**src/rtl/fifo_reader.sv**
```systemverilog
// Burst reader: pops len words from a source FIFO into a 2-entry skid buffer, 2-cycle pop-to-valid, 1 word/cycle.
// Pops stall on downstream backpressure or FIFO empty; define FIFO_READER_CNT_EN to add the word_cnt output.
module fifo_reader #(
    parameter int DW = 8,
    parameter int LW = 8
) (
    input  logic          clk,
    input  logic          rst,
    input  logic          start,
    input  logic [LW-1:0] len,
    input  logic          fifo_empty,
    input  logic [DW-1:0] fifo_data,
    output logic          fifo_pop,
    output logic [DW-1:0] out_data,
    output logic          out_valid,
    input  logic          out_ready,
    output logic          busy,
    output logic          done
`ifdef FIFO_READER_CNT_EN
    ,
    output logic [LW-1:0] word_cnt
`endif
);

    typedef enum logic [1:0] {S_IDLE, S_RUN, S_DRAIN, S_DONE} state_t;

    state_t        state_q, state_d;
    logic [LW-1:0] rem_q, rem_d;
    logic          infl_q, infl_d;
    logic [1:0]    cnt_q, cnt_d;
    logic          wr_ptr_q, wr_ptr_d;
    logic          rd_ptr_q, rd_ptr_d;
    logic [DW-1:0] buf_q [2];

    logic          leave;
    logic          pop;
    logic [2:0]    occ;

    always_comb begin
        leave    = (cnt_q != 2'd0) && out_ready;
        // Occupancy after this cycle's departure; a pop now lands in the buffer two edges later.
        occ      = {1'b0, cnt_q} + {2'b00, infl_q} - {2'b00, leave};
        pop      = (state_q == S_RUN) && !fifo_empty && (rem_q != '0) && (occ < 3'd2);

        state_d  = state_q;
        rem_d    = rem_q;
        infl_d   = pop;
        cnt_d    = cnt_q + {1'b0, infl_q} - {1'b0, leave};
        wr_ptr_d = infl_q ? ~wr_ptr_q : wr_ptr_q;
        rd_ptr_d = leave ? ~rd_ptr_q : rd_ptr_q;

        case (state_q)
            S_IDLE: begin
                if (start) begin
                    if (len != '0) begin
                        rem_d   = len;
                        state_d = S_RUN;
                    end else begin
                        state_d = S_DONE;
                    end
                end
            end
            S_RUN: begin
                if (pop) begin
                    rem_d = rem_q - LW'(1);
                    if (rem_q == LW'(1)) state_d = S_DRAIN;
                end
            end
            S_DRAIN: begin
                // Leave as the last word departs so done follows the final transfer directly.
                if (!infl_q && cnt_d == 2'd0) state_d = S_DONE;
            end
            S_DONE: begin
                state_d = S_IDLE;
            end
            default: begin
                state_d = S_IDLE;
            end
        endcase
    end

    always_ff @(posedge clk) begin
        if (rst) begin
            state_q  <= S_IDLE;
            rem_q    <= '0;
            infl_q   <= 1'b0;
            cnt_q    <= 2'd0;
            wr_ptr_q <= 1'b0;
            rd_ptr_q <= 1'b0;
        end else begin
            state_q  <= state_d;
            rem_q    <= rem_d;
            infl_q   <= infl_d;
            cnt_q    <= cnt_d;
            wr_ptr_q <= wr_ptr_d;
            rd_ptr_q <= rd_ptr_d;
        end
    end

    always_ff @(posedge clk) begin
        if (infl_q) buf_q[wr_ptr_q] <= fifo_data;
    end

    // Outputs are forced quiet for the whole reset cycle, not only after the edge.
    assign fifo_pop  = pop && !rst;
    assign out_valid = (cnt_q != 2'd0) && !rst;
    assign out_data  = rst ? '0 : buf_q[rd_ptr_q];
    assign busy      = (state_q != S_IDLE) && !rst;
    assign done      = (state_q == S_DONE) && !rst;

`ifdef FIFO_READER_CNT_EN
    logic [LW-1:0] wcnt_q, wcnt_d;

    always_comb begin
        wcnt_d = wcnt_q;
        if (state_q == S_IDLE && start) wcnt_d = '0;
        else if (leave)                 wcnt_d = wcnt_q + LW'(1);
    end

    always_ff @(posedge clk) begin
        if (rst) wcnt_q <= '0;
        else     wcnt_q <= wcnt_d;
    end

    assign word_cnt = wcnt_q;
`endif

endmodule
```
**config.mk**
```make
export PLATFORM = sky130hd
export DESIGN_NAME = fifo_reader
export DESIGN_NICKNAME = d
export VERILOG_FILES = /design/src/rtl/fifo_reader.sv
export SDC_FILE = /design/constraint.sdc
export NUM_CORES = 1
export LEC_CHECK = 0
export CAP_MARGIN = 20
export CELL_PAD_IN_SITES_DETAIL_PLACEMENT = 0
export CELL_PAD_IN_SITES_GLOBAL_PLACEMENT = 1
export CORE_MARGIN = 2
export CORE_UTILIZATION = 42
export CTS_CLUSTER_DIAMETER = 100
export CTS_CLUSTER_SIZE = 20
export DETAILED_ROUTE_END_ITERATION = 8
export MAX_ROUTING_LAYER = met4
export PLACE_DENSITY_LB_ADDON = 0.1
export RECOVER_POWER = 50
export SYNTH_ARGS = -nofsm -noshare
export SYNTH_HDL_FRONTEND = slang
export SYNTH_SLANG_ARGS = --single-unit
```
**constraint.sdc**
```tcl
create_clock -name clk -period 6.9 [get_ports clk]
set_input_delay 0.69 -clock clk [delete_from_list [all_inputs] [get_ports clk]]
set_output_delay 0.69 -clock clk [all_outputs]
set_load 0.02 [all_outputs]
```
**Word-level counts from Yosys, hierarchy flattened**

Memories as Yosys holds them, arrays and structs flattened. A register that Yosys moved wholly into a read port is not among the register bits.
Index checks and enable logic that the tools add are counted.

- Output and inout bits: 12
- Register bits after elaboration: 15
- Logic and storage cells: 60
- Input port bits: 21
- RAM bits: 16
- Memories: 1

Memory list:

| name | words | width | read ports | clocked after memory_dff | wr ports | line | text |
|---|---|---|---|---|---|---|---|
| buf_q | 2 | 8 | 1 | 1 | 1 | 33 | `logic [DW-1:0] buf_q [2];` |

- Equal/unequal tests: 9
- Bitwise gates (word level): 2
- Add/sub/neg operators: 5
- Reductions and logical operators: 21
- Magnitude comparators: 1
- Muxes and demuxes: 15

Operator list:

| operator | number |
|---|---|
| 2-to-1 mux 8 bit | 4 |
| one-hot mux 8 bit (2 select lines) | 1 |
| nonzero test 8 bit | 2 |
| 2-to-1 mux 2 bit | 5 |
| logical AND 1 bit | 9 |
| == test 8 x 1 -> 1 bit (second input constant) | 1 |
| inequality test 2 bit (second input constant) | 4 |
| one-hot mux 2 bit (4 select lines) | 1 |
| AND reduction 4 bit | 2 |
| subtractor 8 x 1 -> 8 bit (second input constant) | 1 |
| nonzero test 2 bit | 3 |
| == test 2 bit (second input constant) | 2 |
| zero test 2 bit | 2 |
| 2-to-1 mux 1 bit | 4 |
| adder 2 x 1 -> 3 bit | 1 |
| zero test 1 bit | 3 |
| < comparator 3 x 2 -> 1 bit (second input constant) | 1 |
| subtractor 3 x 1 -> 3 bit | 1 |
| adder 2 x 1 -> 2 bit | 1 |
| == test 2 x 1 -> 1 bit (second input constant) | 1 |
| inequality test 2 x 1 -> 1 bit (second input constant) | 1 |
| NOT 1 bit | 2 |
| subtractor 2 x 1 -> 2 bit | 1 |

**Logic depth before layout (Yosys ltp)**

- Word-level depth: 7
- Gate-level depth with buffers: 10
- Mapped depth without buffers: 10

**Worst setup path after synthesis**

Ideal clock, no wire load.

- Path kind: in2out
- From: input port out_ready
- To: output port fifo_pop
- Path buffers: 0
- Data arrival time: 2876 ps
- Setup slack: 3334 ps
- Stages on the path: 7
- Data required time: 6210 ps
- Cells stage by stage: o21a_1 -> ha_1 -> inv_1 -> ha_1 -> fa_1 -> or3_1 -> nor4_1

- Word-level cells in the longest chain between the ends: 5

Ends and longest elaborated chain:

| what | line | text |
|---|---|---|
| start, declared | 16 | `input logic out_ready,` |
| logical AND 1 bit | 40 | `leave = (cnt_q != 2'd0) && out_ready;` |
| subtractor 3 x 1 -> 3 bit | 42 | `occ = {1'b0, cnt_q} + {2'b00, infl_q} - {2'b00, leave};` |
| < comparator 3 x 2 -> 1 bit | 43 | `pop = (state_q == S_RUN) && !fifo_empty && (rem_q != '0) && (occ < 3'd2);` |
| logical AND 1 bit | 43 |  |
| logical AND 1 bit | 105 | `assign fifo_pop = pop && !rst;` |
| end, declared | 13 | `output logic fifo_pop,` |

No other way between the ends.

**Final worst setup path**

- From: input port out_ready
- To: output port fifo_pop

- Word-level cells in the longest chain between the ends: 5

Ends and longest elaborated chain:

| what | line | text |
|---|---|---|
| logical AND 1 bit | 40 |  |
| named net leave | 35 | `logic leave;` |
| subtractor 3 x 1 -> 3 bit | 42 |  |
| < comparator 3 x 2 -> 1 bit | 43 |  |
| logical AND 1 bit | 43 |  |
| logical AND 1 bit | 105 |  |

The timed path passes the listed nets, and every way through them passes these cells.

==> metrics.cfg <==
[place]
place_area_um2 = 2056
io_buffers = 32
placedCellCount = 246
dp_slack_ps = 2620
dp_hpwl_mm = 2.510
gp_congestion = 0.8151

[timing]
max_slew.worst_pin.slew_ps = 1298
fmax_mhz = 234.4
clock_skew_ps = 8.513
worst_hold_slack_ps = 499.5
drv_slew = 0
setup_viol = 0
setup_ws_ps = 2635
hold_viol = 0
final.period_utilization_pct = 61.82
tns_ps = 0
slew_headroom_pct = 13.48
grt_setup_unrepaired = no
period_needed_ps = 4265

[synthesis]
syn_nets = 201
synth_area_leader_cell = edfxtp_1
seq_area_frac_synth_pct = 47.34
async_reset_ff_share_pct = 0
ys_seq_elements = 32
synth_ff_type = edfxtp_1
syn_inst = 170
ys_top_cells_by_count = dfxtp_1, edfxtp_1, nor2_1
syn_avg_cell_area_um2 = 9.951
synth_edf_count = 16
netlist.area_leader.share_pct = 28.40
synth_cell_types = 34
ys_top_cells_by_area = edfxtp_1, dfxtp_1, ha_1
netlist_area_um2 = 1692
yosysWarnings = 0

[clocking]
path_clk_slew_ps = 70
hold_buffers = 0
cts_resized = 0
postCtsSetupRepairBufs = 0
cts-root-buf = clkbuf_8
cts_htree_levels = 2
insertion_delay_ps = 290
tritoncts = built
clockBufferDepth = 2
cts_num_sinks = 32
cts-buffers-inserted = 5

[drt]
firstDrtPassIters = 4
wl_mm = 3.447
viasPerCell = 5.276
drc = 0
wl_per_cell_um = 13.57
drt_iter0_drc = 39
ant_nets = 0
dr_total_vias = 1340

[setup_path]
crit_arrival_ps = 3580
cp-end-kind = output pin
required_ps = 6210
r2r_start = cnt_q[1]$_SDFF_PP0_
critPathLaunchType = primary input
critPathMaxFanout = 5
critical_path.startpoint = out_ready
path_class = in2out
reg2reg_slack_ps = 3870

[grt]
grt_overflow = 0
grt_pass1_vias = 1252
grt_max_degree = 30
grt_pass1_wl_mm = 5.526
antenna_found_initial = 0
track_usage_pct = 17.18

[final_layout]
fillCellCount = 349
final_nets = 234
diodes = 0
fin_util_pct = 54.78
drive_gt1_share_pct = 5.392
area_delta_synth_final_pct = 27.66
final_cells = 254
design_area_um2 = 2160

[floorplan]
core_um2 = 3943
rows = 23
die_x_um = 67.47
fp.dieArea_um2 = 4552
initial_core_util_pct = 42.91
io_pins = 33
fp.dieH_um = 67.47

[worst_hold_path]
hp-start = rem_q[5]$_SDFFE_PP0P_
hp-class = reg2reg

[job]
max_cap_violations = 0

[power]
irDropWorstVdd_mv = 0.1665
total_power_mw = 0.8899
power-per-cell-area_nw_per_um2 = 412.1
leakagePower_nw = 0.7858

[run_status]
status = completed

==> registers in the layout (all words and copies together) (netlist names), named ones only <==
signal / count
buf_q: 16
cnt_q: 2
infl_q: 1
rd_ptr_q: 1
rem_q: 8
state_q: 2
wr_ptr_q: 1
==> worst max-delay path: stages <==
cell	delay (ps)
clkdlybuf4s50_1	390
o21a_1	130
ha_1	280
inv_1	40
ha_1	180
fa_1	470
or3_1	470
nor4_1	270
clkdlybuf4s50_1	660
==> metal layers <==
metal	global-route usage, %	wire, µm	share of wire, %	vias to the layer above
met3	5.000	194	5.6	7
met1	20.21	1517	44	616
met4	7.398	59	1.7	0
met2	27.33	1675	49	42
met5	-	0	0	-
li1	-	-	-	675
==> layout make-up <==
| type | instances | area, µm² | share of cell area (%) |
|---|---|---|---|
| Multi-Input combinational cell | 118 | 815.8 | 37.78 |
| Clock inverter | 2 | 35.03 | 1.622 |
| Timing Repair Buffer | 33 | 324.1 | 15.01 |
| Sequential cell | 32 | 800.8 | 37.08 |
| Clock buffer | 6 | 72.57 | 3.360 |
| Inverter | 13 | 48.80 | 2.260 |
| Tap cell | 50 | 62.56 | 2.897 |
==> layout by cell type, fill, tap and decap left out, drive strengths merged, types with 2 or more instances in the layout <==
cell	instances
nor2b	5
and2	2
mux2i	8
nand2b	2
or3	2
nor3	5
edfxtp	16
clkbuf	7
inv	13
a32o	3
clkdlybuf4s50	23
nand2	11
dlygate4sd3	9
o31ai	3
a311oi	2
xnor2	3
o2bb2ai	3
ha	9
o21ai	5
nor2	16
a21oi	14
nand3	9
nor4	4
dfxtp	16
o21a	4
==> where the power goes <==
| part | switching (mW) | total [mW] | internal (mW) |
|---|---|---|---|
| logic | 0.244 | 0.432 | 0.188 |
| registers | 0.0424 | 0.284 | 0.242 |
| clock network | 0.0665 | 0.174 | 0.107 |
==> path summary, 6_finish.rpt <==
kind / to / depth (start not counted)
hold reg to reg: rem_q[5]$_SDFFE_PP0P_ / 2
setup reg to reg: rem_q[2]$_SDFFE_PP0P_ / 9
hold / removal: rem_q[5]$_SDFFE_PP0P_ / 2
setup / recovery: fifo_pop / 9
==> cells by family (layout without fill, tap and decap cells) <==
kind of cell / count (synthesis) / count (layout) / share of synthesized area (%)
buffers and inverters: 20 / 54 / 4.438
AND/OR/NAND/NOR: 59 / 59 / 17.97
multiplexers: 8 / 8 / 4.734
adder cells (fa/ha/maj): 10 / 10 / 7.840
AO/OA/AOI/OAI: 38 / 38 / 16.13
XOR/XNOR: 3 / 3 / 1.554
flip-flops: 32 / 32 / 47.34
(Power assumes the default switching activity.)
